`src/rtl/id_ex_stage_pkg.sv`:
```
// Shared definitions for the ID/EX stage: opcode and ALU-op encodings and operand selects.
package id_ex_stage_pkg;

  localparam int unsigned XLEN = 32;

  // RV32I major opcodes (instr[6:0])
  localparam logic [6:0] OPC_OP     = 7'b0110011;
  localparam logic [6:0] OPC_OP_IMM = 7'b0010011;
  localparam logic [6:0] OPC_LOAD   = 7'b0000011;
  localparam logic [6:0] OPC_STORE  = 7'b0100011;
  localparam logic [6:0] OPC_BRANCH = 7'b1100011;
  localparam logic [6:0] OPC_LUI    = 7'b0110111;
  localparam logic [6:0] OPC_AUIPC  = 7'b0010111;
  localparam logic [6:0] OPC_JAL    = 7'b1101111;
  localparam logic [6:0] OPC_JALR   = 7'b1100111;

  // ALU opcodes consumed by EX
  localparam logic [3:0] ALUOP_AND  = 4'b0000;
  localparam logic [3:0] ALUOP_OR   = 4'b0001;
  localparam logic [3:0] ALUOP_ADD  = 4'b0010;
  localparam logic [3:0] ALUOP_XOR  = 4'b0011;
  localparam logic [3:0] ALUOP_SLL  = 4'b0100;
  localparam logic [3:0] ALUOP_SRL  = 4'b0101;
  localparam logic [3:0] ALUOP_SUB  = 4'b0110;
  localparam logic [3:0] ALUOP_SLTU = 4'b0111;
  localparam logic [3:0] ALUOP_SLT  = 4'b1000;
  localparam logic [3:0] ALUOP_SRA  = 4'b1001;

  // funct7 values that select the base / alternate operation
  localparam logic [6:0] F7_BASE = 7'b0000000;
  localparam logic [6:0] F7_ALT  = 7'b0100000;

  typedef enum logic [1:0] {
    InaRs1,
    InaZero,
    InaPc
  } ina_sel_e;

  typedef enum logic [1:0] {
    InbRs2,
    InbImm,
    InbFour
  } inb_sel_e;

  typedef struct packed {
    logic reg_write;
    logic mem_read;
    logic mem_write;
    logic branch;
    logic jump;
    logic illegal;
  } ctrl_t;

  // Base funct3 -> ALU op mapping shared by register and immediate ALU forms
  function automatic logic [3:0] funct3_aluop(input logic [2:0] funct3);
    logic [3:0] op;
    unique case (funct3)
      3'b000:  op = ALUOP_ADD;
      3'b001:  op = ALUOP_SLL;
      3'b010:  op = ALUOP_SLT;
      3'b011:  op = ALUOP_SLTU;
      3'b100:  op = ALUOP_XOR;
      3'b101:  op = ALUOP_SRL;
      3'b110:  op = ALUOP_OR;
      default: op = ALUOP_AND;
    endcase
    return op;
  endfunction

endpackage

```
`src/rtl/id_ex_stage_if.sv`:
```
// ID/EX stage bus: ID-side inputs and hazard controls in, registered EX-side signals out.
interface id_ex_stage_if #(
  parameter int unsigned XLEN = id_ex_stage_pkg::XLEN
);
  logic            stall;
  logic            flush;
  logic            id_valid;
  logic [XLEN-1:0] id_pc;
  logic [6:0]      id_opcode;
  logic [2:0]      id_funct3;
  logic [6:0]      id_funct7;
  logic [4:0]      id_rs1;
  logic [4:0]      id_rs2;
  logic [4:0]      id_rd;
  logic [XLEN-1:0] id_rs1_data;
  logic [XLEN-1:0] id_rs2_data;
  logic [XLEN-1:0] id_imm;

  logic            ex_valid;
  logic [XLEN-1:0] ex_pc;
  logic [3:0]      ex_alu_op;
  logic [XLEN-1:0] ex_ina;
  logic [XLEN-1:0] ex_inb;
  logic [XLEN-1:0] ex_store_data;
  logic [4:0]      ex_rs1;
  logic [4:0]      ex_rs2;
  logic [4:0]      ex_rd;
  logic [2:0]      ex_funct3;
  logic            ex_reg_write;
  logic            ex_mem_read;
  logic            ex_mem_write;
  logic            ex_branch;
  logic            ex_jump;
  logic            ex_illegal;

  // Driver side: decode stage plus hazard unit
  modport master (
    output stall, flush, id_valid, id_pc, id_opcode, id_funct3, id_funct7,
    output id_rs1, id_rs2, id_rd, id_rs1_data, id_rs2_data, id_imm,
    input  ex_valid, ex_pc, ex_alu_op, ex_ina, ex_inb, ex_store_data,
    input  ex_rs1, ex_rs2, ex_rd, ex_funct3, ex_reg_write, ex_mem_read,
    input  ex_mem_write, ex_branch, ex_jump, ex_illegal
  );

  // Pipeline register side
  modport slave (
    input  stall, flush, id_valid, id_pc, id_opcode, id_funct3, id_funct7,
    input  id_rs1, id_rs2, id_rd, id_rs1_data, id_rs2_data, id_imm,
    output ex_valid, ex_pc, ex_alu_op, ex_ina, ex_inb, ex_store_data,
    output ex_rs1, ex_rs2, ex_rd, ex_funct3, ex_reg_write, ex_mem_read,
    output ex_mem_write, ex_branch, ex_jump, ex_illegal
  );
endinterface

```
`src/rtl/id_ex_stage_alu_control.sv`:
```
// Combinational ALU-op decoder: opcode/funct3/funct7 -> 4-bit ALU op and illegal flag.
module id_ex_stage_alu_control
  import id_ex_stage_pkg::*;
(
  input  logic [6:0] opcode,
  input  logic [2:0] funct3,
  input  logic [6:0] funct7,
  output logic [3:0] alu_op,
  output logic       illegal
);

  // Decode the ALU operation; illegal encodings fall back to ADD
  always_comb begin
    alu_op  = ALUOP_ADD;
    illegal = 1'b0;
    unique case (opcode)
      OPC_OP: begin
        alu_op = funct3_aluop(funct3);
        if (funct7 == F7_ALT && funct3 == 3'b000) begin
          alu_op = ALUOP_SUB;
        end else if (funct7 == F7_ALT && funct3 == 3'b101) begin
          alu_op = ALUOP_SRA;
        end else if (funct7 != F7_BASE) begin
          illegal = 1'b1;
        end
      end
      OPC_OP_IMM: begin
        // funct7 is immediate data except on shifts, where it carries the shift type
        alu_op = funct3_aluop(funct3);
        if (funct3 == 3'b001 && funct7 != F7_BASE) begin
          illegal = 1'b1;
        end else if (funct3 == 3'b101) begin
          if (funct7 == F7_ALT) begin
            alu_op = ALUOP_SRA;
          end else if (funct7 != F7_BASE) begin
            illegal = 1'b1;
          end
        end
      end
      OPC_BRANCH: begin
        unique case (funct3)
          3'b000, 3'b001: alu_op = ALUOP_SUB;
          3'b100, 3'b101: alu_op = ALUOP_SLT;
          3'b110, 3'b111: alu_op = ALUOP_SLTU;
          default:        illegal = 1'b1;
        endcase
      end
      OPC_LOAD, OPC_STORE, OPC_LUI, OPC_AUIPC, OPC_JAL, OPC_JALR: begin
        alu_op = ALUOP_ADD;
      end
      default: illegal = 1'b1;
    endcase
    if (illegal) begin
      alu_op = ALUOP_ADD;
    end
  end

endmodule

```
`src/rtl/id_ex_stage.sv`:
```
// ID/EX pipeline register: decodes control, selects ALU operands and registers them for EX.
module id_ex_stage
  import id_ex_stage_pkg::*;
#(
  parameter int unsigned     XLEN     = id_ex_stage_pkg::XLEN,
  parameter logic [XLEN-1:0] RESET_PC = '0
) (
  input logic         clk,
  input logic         reset,
  id_ex_stage_if.slave bus
);

  logic [3:0]      alu_op;
  logic            illegal;
  ctrl_t           ctrl;
  ina_sel_e        ina_sel;
  inb_sel_e        inb_sel;

  logic            valid_d, valid_q;
  logic [XLEN-1:0] pc_d, pc_q;
  logic [3:0]      alu_op_d, alu_op_q;
  logic [XLEN-1:0] ina_d, ina_q;
  logic [XLEN-1:0] inb_d, inb_q;
  logic [XLEN-1:0] store_data_d, store_data_q;
  logic [4:0]      rs1_d, rs1_q;
  logic [4:0]      rs2_d, rs2_q;
  logic [4:0]      rd_d, rd_q;
  logic [2:0]      funct3_d, funct3_q;
  ctrl_t           ctrl_d, ctrl_q;

  id_ex_stage_alu_control u_alu_control (
    .opcode  (bus.id_opcode),
    .funct3  (bus.id_funct3),
    .funct7  (bus.id_funct7),
    .alu_op  (alu_op),
    .illegal (illegal)
  );

  // Control bits and operand selects per opcode class
  always_comb begin
    ctrl    = '0;
    ina_sel = InaRs1;
    inb_sel = InbRs2;
    case (bus.id_opcode)
      OPC_OP: ctrl.reg_write = 1'b1;
      OPC_OP_IMM: begin
        ctrl.reg_write = 1'b1;
        inb_sel        = InbImm;
      end
      OPC_LOAD: begin
        ctrl.reg_write = 1'b1;
        ctrl.mem_read  = 1'b1;
        inb_sel        = InbImm;
      end
      OPC_STORE: begin
        ctrl.mem_write = 1'b1;
        inb_sel        = InbImm;
      end
      OPC_BRANCH: ctrl.branch = 1'b1;
      OPC_LUI: begin
        ctrl.reg_write = 1'b1;
        ina_sel        = InaZero;
        inb_sel        = InbImm;
      end
      OPC_AUIPC: begin
        ctrl.reg_write = 1'b1;
        ina_sel        = InaPc;
        inb_sel        = InbImm;
      end
      OPC_JAL, OPC_JALR: begin
        // ALU computes the link value pc+4; the target is resolved elsewhere
        ctrl.reg_write = 1'b1;
        ctrl.jump      = 1'b1;
        ina_sel        = InaPc;
        inb_sel        = InbFour;
      end
      default: ;
    endcase
    if (illegal) begin
      ctrl         = '0;
      ctrl.illegal = 1'b1;
    end
    if (bus.id_rd == 5'd0) begin
      ctrl.reg_write = 1'b0;
    end
  end

  // Next register contents; an invalid ID slot becomes a bubble
  always_comb begin
    valid_d      = 1'b1;
    pc_d         = bus.id_pc;
    alu_op_d     = alu_op;
    store_data_d = bus.id_rs2_data;
    rs1_d        = bus.id_rs1;
    rs2_d        = bus.id_rs2;
    rd_d         = bus.id_rd;
    funct3_d     = bus.id_funct3;
    ctrl_d       = ctrl;
    unique case (ina_sel)
      InaZero: ina_d = '0;
      InaPc:   ina_d = bus.id_pc;
      default: ina_d = bus.id_rs1_data;
    endcase
    unique case (inb_sel)
      InbImm:  inb_d = bus.id_imm;
      InbFour: inb_d = XLEN'(4);
      default: inb_d = bus.id_rs2_data;
    endcase
    if (!bus.id_valid) begin
      valid_d      = 1'b0;
      pc_d         = RESET_PC;
      alu_op_d     = '0;
      ina_d        = '0;
      inb_d        = '0;
      store_data_d = '0;
      rs1_d        = '0;
      rs2_d        = '0;
      rd_d         = '0;
      funct3_d     = '0;
      ctrl_d       = '0;
    end
  end

  // Stage register: reset and flush insert a bubble, stall holds
  always_ff @(posedge clk) begin
    if (reset || bus.flush) begin
      valid_q      <= 1'b0;
      pc_q         <= RESET_PC;
      alu_op_q     <= '0;
      ina_q        <= '0;
      inb_q        <= '0;
      store_data_q <= '0;
      rs1_q        <= '0;
      rs2_q        <= '0;
      rd_q         <= '0;
      funct3_q     <= '0;
      ctrl_q       <= '0;
    end else if (!bus.stall) begin
      valid_q      <= valid_d;
      pc_q         <= pc_d;
      alu_op_q     <= alu_op_d;
      ina_q        <= ina_d;
      inb_q        <= inb_d;
      store_data_q <= store_data_d;
      rs1_q        <= rs1_d;
      rs2_q        <= rs2_d;
      rd_q         <= rd_d;
      funct3_q     <= funct3_d;
      ctrl_q       <= ctrl_d;
    end
  end

  assign bus.ex_valid      = valid_q;
  assign bus.ex_pc         = pc_q;
  assign bus.ex_alu_op     = alu_op_q;
  assign bus.ex_ina        = ina_q;
  assign bus.ex_inb        = inb_q;
  assign bus.ex_store_data = store_data_q;
  assign bus.ex_rs1        = rs1_q;
  assign bus.ex_rs2        = rs2_q;
  assign bus.ex_rd         = rd_q;
  assign bus.ex_funct3     = funct3_q;
  assign bus.ex_reg_write  = ctrl_q.reg_write;
  assign bus.ex_mem_read   = ctrl_q.mem_read;
  assign bus.ex_mem_write  = ctrl_q.mem_write;
  assign bus.ex_branch     = ctrl_q.branch;
  assign bus.ex_jump       = ctrl_q.jump;
  assign bus.ex_illegal    = ctrl_q.illegal;

endmodule

```
`src/flat_wrapper.sv`:
```
// flat-port wrapper written by rule: the top's interface ports become plain ports
module id_ex_stage_flat import id_ex_stage_pkg::*;
#(
  parameter int unsigned     XLEN     = id_ex_stage_pkg::XLEN,
  parameter logic [XLEN-1:0] RESET_PC = '0
)
  (clk, reset, bus_stall, bus_flush, bus_id_valid, bus_id_pc, bus_id_opcode, bus_id_funct3, bus_id_funct7, bus_id_rs1, bus_id_rs2, bus_id_rd, bus_id_rs1_data, bus_id_rs2_data, bus_id_imm, bus_ex_valid, bus_ex_pc, bus_ex_alu_op, bus_ex_ina, bus_ex_inb, bus_ex_store_data, bus_ex_rs1, bus_ex_rs2, bus_ex_rd, bus_ex_funct3, bus_ex_reg_write, bus_ex_mem_read, bus_ex_mem_write, bus_ex_branch, bus_ex_jump, bus_ex_illegal);
  id_ex_stage_if #(.XLEN(XLEN)) bus_i ();
  input logic clk;
  input logic reset;
  input wire logic [$bits(bus_i.stall)-1:0] bus_stall;
  input wire logic [$bits(bus_i.flush)-1:0] bus_flush;
  input wire logic [$bits(bus_i.id_valid)-1:0] bus_id_valid;
  input wire logic [$bits(bus_i.id_pc)-1:0] bus_id_pc;
  input wire logic [$bits(bus_i.id_opcode)-1:0] bus_id_opcode;
  input wire logic [$bits(bus_i.id_funct3)-1:0] bus_id_funct3;
  input wire logic [$bits(bus_i.id_funct7)-1:0] bus_id_funct7;
  input wire logic [$bits(bus_i.id_rs1)-1:0] bus_id_rs1;
  input wire logic [$bits(bus_i.id_rs2)-1:0] bus_id_rs2;
  input wire logic [$bits(bus_i.id_rd)-1:0] bus_id_rd;
  input wire logic [$bits(bus_i.id_rs1_data)-1:0] bus_id_rs1_data;
  input wire logic [$bits(bus_i.id_rs2_data)-1:0] bus_id_rs2_data;
  input wire logic [$bits(bus_i.id_imm)-1:0] bus_id_imm;
  output wire logic [$bits(bus_i.ex_valid)-1:0] bus_ex_valid;
  output wire logic [$bits(bus_i.ex_pc)-1:0] bus_ex_pc;
  output wire logic [$bits(bus_i.ex_alu_op)-1:0] bus_ex_alu_op;
  output wire logic [$bits(bus_i.ex_ina)-1:0] bus_ex_ina;
  output wire logic [$bits(bus_i.ex_inb)-1:0] bus_ex_inb;
  output wire logic [$bits(bus_i.ex_store_data)-1:0] bus_ex_store_data;
  output wire logic [$bits(bus_i.ex_rs1)-1:0] bus_ex_rs1;
  output wire logic [$bits(bus_i.ex_rs2)-1:0] bus_ex_rs2;
  output wire logic [$bits(bus_i.ex_rd)-1:0] bus_ex_rd;
  output wire logic [$bits(bus_i.ex_funct3)-1:0] bus_ex_funct3;
  output wire logic [$bits(bus_i.ex_reg_write)-1:0] bus_ex_reg_write;
  output wire logic [$bits(bus_i.ex_mem_read)-1:0] bus_ex_mem_read;
  output wire logic [$bits(bus_i.ex_mem_write)-1:0] bus_ex_mem_write;
  output wire logic [$bits(bus_i.ex_branch)-1:0] bus_ex_branch;
  output wire logic [$bits(bus_i.ex_jump)-1:0] bus_ex_jump;
  output wire logic [$bits(bus_i.ex_illegal)-1:0] bus_ex_illegal;
  assign bus_i.stall = bus_stall;
  assign bus_i.flush = bus_flush;
  assign bus_i.id_valid = bus_id_valid;
  assign bus_i.id_pc = bus_id_pc;
  assign bus_i.id_opcode = bus_id_opcode;
  assign bus_i.id_funct3 = bus_id_funct3;
  assign bus_i.id_funct7 = bus_id_funct7;
  assign bus_i.id_rs1 = bus_id_rs1;
  assign bus_i.id_rs2 = bus_id_rs2;
  assign bus_i.id_rd = bus_id_rd;
  assign bus_i.id_rs1_data = bus_id_rs1_data;
  assign bus_i.id_rs2_data = bus_id_rs2_data;
  assign bus_i.id_imm = bus_id_imm;
  assign bus_ex_valid = bus_i.ex_valid;
  assign bus_ex_pc = bus_i.ex_pc;
  assign bus_ex_alu_op = bus_i.ex_alu_op;
  assign bus_ex_ina = bus_i.ex_ina;
  assign bus_ex_inb = bus_i.ex_inb;
  assign bus_ex_store_data = bus_i.ex_store_data;
  assign bus_ex_rs1 = bus_i.ex_rs1;
  assign bus_ex_rs2 = bus_i.ex_rs2;
  assign bus_ex_rd = bus_i.ex_rd;
  assign bus_ex_funct3 = bus_i.ex_funct3;
  assign bus_ex_reg_write = bus_i.ex_reg_write;
  assign bus_ex_mem_read = bus_i.ex_mem_read;
  assign bus_ex_mem_write = bus_i.ex_mem_write;
  assign bus_ex_branch = bus_i.ex_branch;
  assign bus_ex_jump = bus_i.ex_jump;
  assign bus_ex_illegal = bus_i.ex_illegal;
  id_ex_stage #(.XLEN(XLEN), .RESET_PC(RESET_PC)) u_core (.clk(clk), .reset(reset), .bus(bus_i));
endmodule
```
`config.mk`:
```
export PLATFORM = sky130hd
export DESIGN_NAME = id_ex_stage_flat
export DESIGN_NICKNAME = d
export VERILOG_FILES = /design/src/rtl/id_ex_stage_pkg.sv /design/src/rtl/id_ex_stage_if.sv /design/src/rtl/id_ex_stage_alu_control.sv /design/src/rtl/id_ex_stage.sv /design/src/flat_wrapper.sv
export SDC_FILE = /design/constraint.sdc
export NUM_CORES = 1
export LEC_CHECK = 0
export ABC_AREA = 0
export ABC_CLOCK_PERIOD_IN_PS = 4100
export CAP_MARGIN = 20
export CELL_PAD_IN_SITES_DETAIL_PLACEMENT = 0
export CELL_PAD_IN_SITES_GLOBAL_PLACEMENT = 1
export CORE_ASPECT_RATIO = 0.5
export CORE_MARGIN = 2
export CORE_UTILIZATION = 30
export CTS_CLUSTER_DIAMETER = 150
export DETAILED_ROUTE_END_ITERATION = 7
export GPL_TIMING_DRIVEN = 0
export PLACE_DENSITY_LB_ADDON = 0.1
export SLEW_MARGIN = 20
export SYNTH_ARGS = -nofsm -noshare
export SYNTH_HDL_FRONTEND = slang
export SYNTH_HIERARCHICAL = 1
export SYNTH_SLANG_ARGS = --single-unit
```
`constraint.sdc`:
```
create_clock -name clk -period 4.1 [get_ports clk]
set_clock_uncertainty 0.15 [all_clocks]
set_input_delay 0.82 -clock clk [delete_from_list [all_inputs] [get_ports clk]]
set_output_delay 0.82 -clock clk [all_outputs]
set_load 0.05 [all_outputs]
```
==> impl_metrics.ini <==
[power]
leakagePower_uw = 0.00361
sw_frac_of_total_pct = 24.8
intPower_uw = 2860
power.switching_uw = 942
vdd_drop_max_uv = 292
seqPwrFrac_pct = 41.3
p_comb_share_pct = 14.5
p_clk_share_pct = 44.2
power.density_mw_per_mm2 = 375

[sta]
min_period_ps = 3320
setup_tns_ps = 0
period_share_pct = 81.1
fmax_ghz = 0.301
rsz0062_at_grt = false
maxSlewViolCount = 0
relSlewSlack_pct = 49.9
final-setup-viol-count = 0
worst_pin_slew_ps = 752
fin_ws_ps = 776
hold_viol_final = 0

[routing]
vias = 6273
wire_per_inst_um = 18.4
drc_errors = 0
drtAntennaViolNets = 0
viasPerCell = 5.08
routed_wl_um = 22700
drt_iter0_markers = 485
firstDrtPassIters = 8

[synthesis]
avgSynthCellArea_um2 = 9.69
synth_edf_count = 0
synthFlopType = dfxtp_1
synth_area_leaders = dfxtp_1 (53%), a22oi_1 (11%), a222oi_1 (11%)
syn_area_mm2 = 0.00598
yosysTopAreaCell = dfxtp_1
yosys_warnings = 6
yosysTopAreaCellShare_pct = 52.6
synth_nets = 785
async_reset_ff_share_pct = 0
ys_ff_latch = 157
synthTopCellsByCount = dfxtp_1 (157), nor2_1 (156), a22oi_1 (88)
yosysSeqAreaShare_pct = 52.6
syn-instance-count = 617
yosysUniqueCellTypes = 49
synth_most_common_cell = dfxtp_1

[clocking]
cts_sinks = 157
postCtsSetupBuffers = 0
hold_buffers = 0
cts_resized = 0
htreeDepth = 4
cts_root_buffer = clkbuf_16
cts_tree = yes
ctsLongestPathBuffers = 2
clkSlewWorstSetupHoldPaths_ps = 60
cts_made_buffers = 17
insertion_delay_ps = 410

[status]
status = finished, final reports clean

[global_routing]
grt_pass1_wl_um = 34900
antenna_found_initial = 3
gr-usage-all-layers_pct = 21.2
grt_max_degree = 17
grt_overflow = 0
grt_pass1_vias = 6186

[flow_run]
maxCapViolations = 0

[placement]
post-place-ws_ps = 396
portBuffers = 321
hpwlAfterDp_um = 17000
dpl_cell_area_mm2 = 0.00953
place_congestion = 0.809

[critical_path]
cp_slowest_stage_delay_ps = 570
cp_max_fo = 10
worstSetupStartpointType = primary input
cp_cell_sequence = clkdlybuf4s50_1 -> clkbuf_1 -> or4b_1 -> o2111ai_1 -> a2111oi_2 -> or3_1 -> nor4_1 -> nand4_1 -> o41ai_1
path_buf_inv = 2
endpoint_kind = flip-flop
cp_top_family = simple AND/OR/NAND/NOR gates
crit_arrival_ps = 3480
crit_type = in -> reg
crit_slowest_cell = or4b_1
cp.required_ps = 4260

[floorplan]
num_rows = 36
die_area_mm2 = 0.0211
die_h_um = 104
io_pins = 322
coreArea_mm2 = 0.0195
start_util_pct = 30.7
die_width_um = 204

[final_layout]
design_area_mm2 = 0.0101
n_fill_cell = 1827
layout-drive-gt1-share_pct = 7.95
areaGrowthSynthToFinish_pct = 69.7
nets = 1125

[hold_path]
hp-class = reg -> reg
==> cells in the final DEF (no fill, tap or decap), types with 3 or more instances in the layout <==
| master | Yosys | routed |
|---|---|---|
| a21oi_1 | 4 | 4 |
| a222oi_1 | 63 | 63 |
| a22oi_1 | 88 | 88 |
| and3b_1 | 3 | 3 |
| buf_2 | 29 | 29 |
| buf_4 | 4 | 4 |
| buf_6 | 7 | 7 |
| bufinv_16 | 0 | 4 |
| clkbuf_1 | 23 | 25 |
| clkbuf_16 | 0 | 17 |
| clkdlybuf4s50_1 | 0 | 321 |
| dfxtp_1 | 157 | 157 |
| ha_1 | 3 | 3 |
| inv_1 | 4 | 4 |
| nand2_1 | 11 | 11 |
| nand2b_1 | 3 | 3 |
| nand3_1 | 5 | 5 |
| nand3b_1 | 6 | 6 |
| nand4_1 | 3 | 3 |
| nor2_1 | 156 | 156 |
| nor3_1 | 4 | 4 |
| nor4bb_1 | 3 | 3 |
| o21ai_0 | 3 | 3 |
==> metrics by stage <==
| step | std cells | utilization, % | power [µW] | hold WS, ps |
|---|---|---|---|---|
| 4_1_cts | 1234 | 52.0 | 3850 | 317 |
| 3_5_place_dp | 1204 | 48.8 | 2160 | 309 |
| 5_1_grt | 1234 | 52.0 | 3960 | 340 |
| 3_3_place_gp | 1204 | 48.8 | 2150 | 303 |
| 2_1_floorplan | 617 | - | 1860 | 531 |
| 6_report | 1235 | 52.0 | 3800 | 311 |
==> power groups by stage <==
| stage | sequential [µW] | clock (µW) | combinational (µW) |
|---|---|---|---|
| floorplan | 1710 | 0 | 153 |
| global placement | 1600 | 0 | 551 |
| detailed placement | 1600 | 0 | 553 |
| CTS | 1570 | 1730 | 555 |
| global route | 1570 | 1800 | 589 |
| finish | 1570 | 1680 | 553 |
==> worst paths after layout <==
kind,startpoint,end,slack [ps],depth (start not counted)
min,u_core/bus.ex_store_data[30],u_core/bus.ex_store_data[30],310,2
max,bus_id_funct3[1],u_core/bus.ex_mem_read,780,9
min reg2reg,u_core/bus.ex_store_data[30],u_core/bus.ex_store_data[30],310,2
max reg2reg,u_core/bus.ex_inb[24],u_core/bus.ex_inb[24],3080,2
==> final cells by class <==
class	count	area (µm²)	area share, %
sequential	157	3140	31.0
multi-input combinational	391	2470	24.4
clock inverter	9	161	1.59
antenna	1	2.50	0.0247
inverter	6	22.5	0.222
timing repair buffer	321	3210	31.7
tap	266	333	3.28
buffer	63	340	3.35
clock buffer	21	460	4.54
==> metal layers <==
metal	wire (µm)	up-vias	GRT usage (%)
li1	-	3026	-
met1	10200	3001	27.3
met2	10400	219	34.1
met3	1780	23	6.83
met4	249	4	5.47
met5	26	-	0
==> tightest hold or removal path: stages, from the launching register on <==
cell	delay [ps]
dfxtp_1	310
nand2_1	60
a21oi_1	50
==> state kept, by name, indices dropped and copies added (netlist names) <==
| signal | cells |
|---|---|
| u_core/bus.ex_rs2 | 5 |
| u_core/bus.ex_valid | 1 |
| u_core/bus.ex_pc | 32 |
| u_core/bus.ex_funct3 | 3 |
| u_core/bus.ex_branch | 1 |
| u_core/bus.ex_rs1 | 5 |
| u_core/bus.ex_jump | 1 |
| u_core/bus.ex_inb | 32 |
| u_core/bus.ex_store_data | 32 |
| u_core/bus.ex_illegal | 1 |
| u_core/bus.ex_alu_op | 4 |
| u_core/bus.ex_reg_write | 1 |
| u_core/bus.ex_mem_write | 1 |
| u_core/bus.ex_rd | 5 |
| u_core/bus.ex_mem_read | 1 |
| u_core/bus.ex_ina | 32 |
==> cells by family (layout without fill, tap and decap cells) <==
group	count (synthesis)	count (layout)	synth area share, %
AO/OA/AOI/OAI	176	176	24.8
other	0	1	0
buffers and inverters	69	420	6.07
XOR/XNOR	1	1	0.147
flip-flops	157	157	52.6
multiplexers	1	1	0.188
adder cells (fa/ha/maj)	3	3	0.628
AND/OR/NAND/NOR	210	210	15.6
Note: power is estimated with default switching activity, not from simulation.
